## src/rtl/approx_mul_seq.sv

```systemverilog
// Shift-add multiplier with optional approximate mode that skips the DROP low multiplier bits.
// Latency WIDTH (exact) or WIDTH-DROP (approx) cycles after accept; result held in DONE until out_ready.
module approx_mul_seq #(
  parameter int WIDTH = 4,
  parameter int DROP  = 1,
  parameter int CNT_W = 16
) (
  input  logic               clk,
  input  logic               rst_n,
  input  logic               in_valid,
  output logic               in_ready,
  input  logic [WIDTH-1:0]   a,
  input  logic [WIDTH-1:0]   b,
  input  logic               approx,
  output logic               out_valid,
  input  logic               out_ready,
  output logic [2*WIDTH-1:0] product,
  output logic               out_approx,
  output logic [CNT_W-1:0]   approx_count
);

  localparam int IW = $clog2(WIDTH);
  localparam logic [IW-1:0] LAST_IDX = IW'(WIDTH - 1);
  localparam logic [IW-1:0] DROP_IDX = IW'(DROP);

  typedef enum logic [1:0] {
    S_IDLE,
    S_BUSY,
    S_DONE
  } state_t;

  state_t             r_state;
  logic [WIDTH-1:0]   r_a;
  logic [WIDTH-1:0]   r_b;
  logic               r_approx;
  logic [2*WIDTH-1:0] r_acc;
  logic [IW-1:0]      r_idx;
  logic [2*WIDTH-1:0] r_product;
  logic               r_out_approx;
  logic [CNT_W-1:0]   r_count;

  logic [2*WIDTH-1:0] w_addend;
  logic [2*WIDTH-1:0] w_sum;
  logic               w_accept;

  assign w_accept = in_valid && (r_state == S_IDLE);
  assign w_addend = r_b[r_idx] ? ({{WIDTH{1'b0}}, r_a} << r_idx) : '0;
  assign w_sum    = r_acc + w_addend;

  always_ff @(posedge clk) begin
    if (!rst_n) begin
      r_state      <= S_IDLE;
      r_a          <= '0;
      r_b          <= '0;
      r_approx     <= 1'b0;
      r_acc        <= '0;
      r_idx        <= '0;
      r_product    <= '0;
      r_out_approx <= 1'b0;
      r_count      <= '0;
    end else begin
      case (r_state)
        S_IDLE: begin
          if (w_accept) begin
            r_a      <= a;
            r_b      <= b;
            r_approx <= approx;
            r_acc    <= '0;
            r_idx    <= approx ? DROP_IDX : '0;
            r_state  <= S_BUSY;
            // Saturate rather than wrap so a long-running count never reads low.
            if (approx && !(&r_count)) begin
              r_count <= r_count + 1'b1;
            end
          end
        end
        S_BUSY: begin
          r_acc <= w_sum;
          r_idx <= r_idx + 1'b1;
          if (r_idx == LAST_IDX) begin
            r_product    <= w_sum;
            r_out_approx <= r_approx;
            r_state      <= S_DONE;
          end
        end
        S_DONE: begin
          if (out_ready) begin
            r_state <= S_IDLE;
          end
        end
        default: r_state <= S_IDLE;
      endcase
    end
  end

  assign in_ready     = (r_state == S_IDLE);
  assign out_valid    = (r_state == S_DONE);
  assign product      = r_product;
  assign out_approx   = r_out_approx;
  assign approx_count = r_count;

endmodule

```

## config.mk

```make
export PLATFORM = sky130hd
export DESIGN_NAME = approx_mul_seq
export DESIGN_NICKNAME = d
export VERILOG_FILES = /design/src/rtl/approx_mul_seq.sv
export SDC_FILE = /design/constraint.sdc
export NUM_CORES = 1
export LEC_CHECK = 0
export CAP_MARGIN = 20
export CORE_MARGIN = 2
export CORE_UTILIZATION = 53
export CTS_BUF_LIST = sky130_fd_sc_hd__clkbuf_16
export DETAILED_ROUTE_END_ITERATION = 16
export HOLD_SLACK_MARGIN = 0.06
export PLACE_DENSITY = 0.79
export SETUP_SLACK_MARGIN = 0.1
export SYNTH_ARGS = -nofsm -noshare
export SYNTH_HDL_FRONTEND = slang
export SYNTH_SLANG_ARGS = --single-unit
```

## constraint.sdc

```tcl
create_clock -name clk -period 2.75 [get_ports clk]
set_clock_uncertainty 0.15 [all_clocks]
set_input_delay 0.55 -clock clk [delete_from_list [all_inputs] [get_ports clk]]
set_output_delay 0.55 -clock clk [all_outputs]
set_load 0.005 [all_outputs]
```

==> reports/summary.txt <==
DRC = 0
Vias in the first global route = 2107
Flop pwr share = 0.504
EDFF count, synth = 0
Sw Ratio = 0.232
# Max-Cap Violations = 0
First-pass GRT wire length = 9.99 mm
Cell Chain, Critical Path = buf_4 > nor4bb_1 > ha_2 > inv_1 > fa_1 > nor2b_2 > o311a_1 > a211oi_2 > o32ai_1
Number of vias in the routed layout = 2377
Mapped Cells = 302
Die Height = 72.2 um
Clock Path Buffers = 2
Required time of the critical path = 2.78 ns
Post-synthesis average cell area = 8.17 um^2
Number of cell rows = 24
First-pass DRT Iterations = 4
CP arrival = 2.64 ns
Htree depth = 2
Grt ovf = 0
Clk Latency, worst-skew pair = 0.28 ns
Placer Congestion = 0.846
Die width = 72.2 um
Clk network pwr share = 0.403
Synth Cell Area = 2470 um^2
Area leader, netlist = dfxtp_1
Count of unique library cells instantiated by Yosys = 45
Post-Synth XOR/XNOR Area = 0.00355
All-Layer GR Usage = 0.243
Internal Pwr Total = 1.07 mW
Status = completed
# placed instances = 389
Sinks on Clock Net = 46
Crit share post-route = 0.952
Detailed-route wire length per cell = 15.5 um
Vias/cell = 6.00
Fin. max-slew vios = 0
Fmax = 382 MHz
Critical path peak fanout = 10
Crit. End Element = flip-flop
Worst path bufs/invs = 2
Largest cells by area after synthesis = dfxtp_1, nand2_1, a21oi_1, ha_1, nand3_1
Initial antenna violation count = 0
Final Non-Filler Cells = 396
Initial DRC Count = 176
Fillers = 359
Port Buf Inserts = 39
Die area = 5220 um^2
Layout Nets = 368
Core area = 4410 um^2
Synth warnings = 0
Worst path max stage delay = 0.41 ns
Mux cell area share after synthesis = 0.0547
Min Tclk post-route = 2.62 ns
Hpwl dp = 4.09 mm
Detail Route Antenna Nets = 0
Critical path origin = r_idx[0]$_SDFFE_PN0P_
Syn_nets = 325
Initial Utilization = 0.559
Combinational group share of total power = 0.093
Post-Synth Adder-Cell Area = 0.0537
Clock buffer count from CTS = 5
P_leak = 1.09 nW
Sequential area share after synthesis = 0.373
Simple-gate share of the synthesized area = 0.290
Source of the worst register-to-register timing path = r_idx[0]$_SDFFE_PN0P_
Top FF cell, synth = dfxtp_1
Ant diodes = 0
Final setup vio count = 0
HP Class = reg2reg
Main combinational cell family by area after synthesis = simple AND/OR/NAND/NOR gates
Yosys reg bits = 46
Largest net degree at the start of global routing = 26
Relative slew slack = 0.590
Power Density = 443 nW/um^2
Hold Crit Start = product[0]$_SDFFE_PN0P_
WL final = 6.13 mm
Maximum vdd ir drop = 0.275 mV
Crit path max-delay cell type = fa_1
RSZ-0062 raised after global routing = yes
Clock-pin transition on the worst setup and hold timing paths = 0.06 ns
Slew @ Worst Pin = 0.609 ns
Async set-or-reset flop fraction in the synthesized netlist = 0
Post-synthesis compound-gate area fraction = 0.189
CTS root buf = clkbuf_16
IO Pins = 40
Top cell family by delay on the critical path = adder cells
Layout cell share with drive strength beyond 1 = 0.0988
Switching pwr = 321 uW
CTS tree = yes
Final hold violations = 0
Area growth, synth to finish = 26.7%
Top cell type's share of synthesized area = 0.373
Startpoint class of the critical path = flip-flop
WS Path Type = reg2reg
Setup TNS = 0 ns
-- cells by family (layout without fill, tap and decap cells) --
kind of cell	count (synthesis)	after routing
adders and majority gates	10	10
xor gates and xnor gates	1	1
muxes	11	11
buffers and inverters	22	64
and+or+nand+nor	138	138
AOI/OAI and AO/OA	74	74
DFF	46	46
-- cell usage in the layout, fill, tap and decap left out, drive strengths merged, types with 8 or more instances in the layout --
cell	netlist	final
nand2	46	46
dfxtp	46	46
clkdlybuf4s50	0	39
a21oi	33	33
nand3	22	22
nor2	14	14
buf	1	12
o21ai	9	9
mux2i	9	9
ha	9	9
nand2b	8	8
-- power groups by stage --
stage / Combinational [mW] / Clock, mW / Sequential, mW
5_1_grt: 0.142 / 0.590 / 0.701
4_1_cts: 0.128 / 0.565 / 0.698
3_3_place_gp: 0.124 / 0 / 0.711
2_1_floorplan: 0.0782 / 0 / 0.707
6_report: 0.130 / 0.559 / 0.698
3_5_place_dp: 0.125 / 0 / 0.712
-- final timing paths --
kind / depth (start not counted) / slack, ns / endpoint
setup / recovery: 9 / 0.13 / r_acc[6]$_SDFFE_PN0P_
hold / removal: 2 / 0.30 / product[0]$_SDFFE_PN0P_
setup reg to reg: 9 / 0.13 / r_acc[6]$_SDFFE_PN0P_
hold reg to reg: 2 / 0.30 / product[0]$_SDFFE_PN0P_
-- cell type report --
cell class	instances	area [um^2]	area share
clock buffer	5	125	0.0400
clock inverter	1	3.75	0.00120
inverter	7	26.3	0.00840
multi-input combinational	234	1500	0.481
sequential	46	922	0.295
tap	52	65.1	0.0208
timing repair buffer	51	480	0.154
-- worst reg2reg max path, cell delays in order, from the launching register on --
cell	delay, ns
dfxtp_2	0.35
buf_4	0.17
nor4bb_1	0.30
ha_2	0.28
inv_1	0.06
fa_1	0.41
nor2b_2	0.23
o311a_1	0.21
a211oi_2	0.06
o32ai_1	0.28
-- state kept, by name, indices dropped and copies added, names as in the netlist --
register / count
approx_count: 16
out_approx: 1
product: 8
r_a: 4
r_acc: 8
r_approx: 1
r_b: 4
r_idx: 2
r_state: 2
-- synth_stat cells, drive strengths merged, types with 2 or more instances --
cell	instances
dfxtp	46
nand2	46
a21oi	33
nand3	22
clkbuf	14
nor2	14
ha	9
mux2i	9
o21ai	9
nand2b	8
and2	7
o31ai	7
inv	6
nand4	6
a211oi	5
or4	5
nor2b	4
o311ai	4
or2	4
or3	4
a21o	3
and4	3
nand3b	3
nor3	3
nor3b	3
o211ai	3
a211o	2
mux4	2
nor4	2
o21a	2
-- per-stage QoR --
| step | power, mW | hold slack [ns] | util | worst slack, ns | area, um^2 |
|---|---|---|---|---|---|
| after global placement | 0.835 | 0.292 | 0.667 | -0.0400 | 2940 |
| final | 1.39 | 0.302 | 0.708 | 0.133 | 3130 |
| after CTS | 1.39 | 0.307 | 0.704 | 0.0897 | 3110 |
| after global routing | 1.43 | 0.324 | 0.708 | 0.0561 | 3130 |
| after detailed placement | 0.838 | 0.298 | 0.667 | -0.0587 | 2940 |
| after floorplan | 0.786 | 0.282 | - | 0.273 | 2470 |
-- repair_timing --
| action | CTS | global route |
|---|---|---|
| pin swaps | 1 | 1 |
| buffers inserted | 1 | 0 |
| gates cloned | 0 | 0 |
| hold buffers | 0 | 0 |
| setup endpoints to repair | 4 | 8 |
| gates resized for setup | 7 | 8 |
-- metal layers --
metal	vias up	global-route usage	part of all wire
li1	1190	-	-
met1	1092	0.329	0.47
met2	83	0.378	0.45
met3	12	0.0444	0.066
met4	0	0.111	0.018
met5	-	0	0
Power figures use the tool's default switching activity.
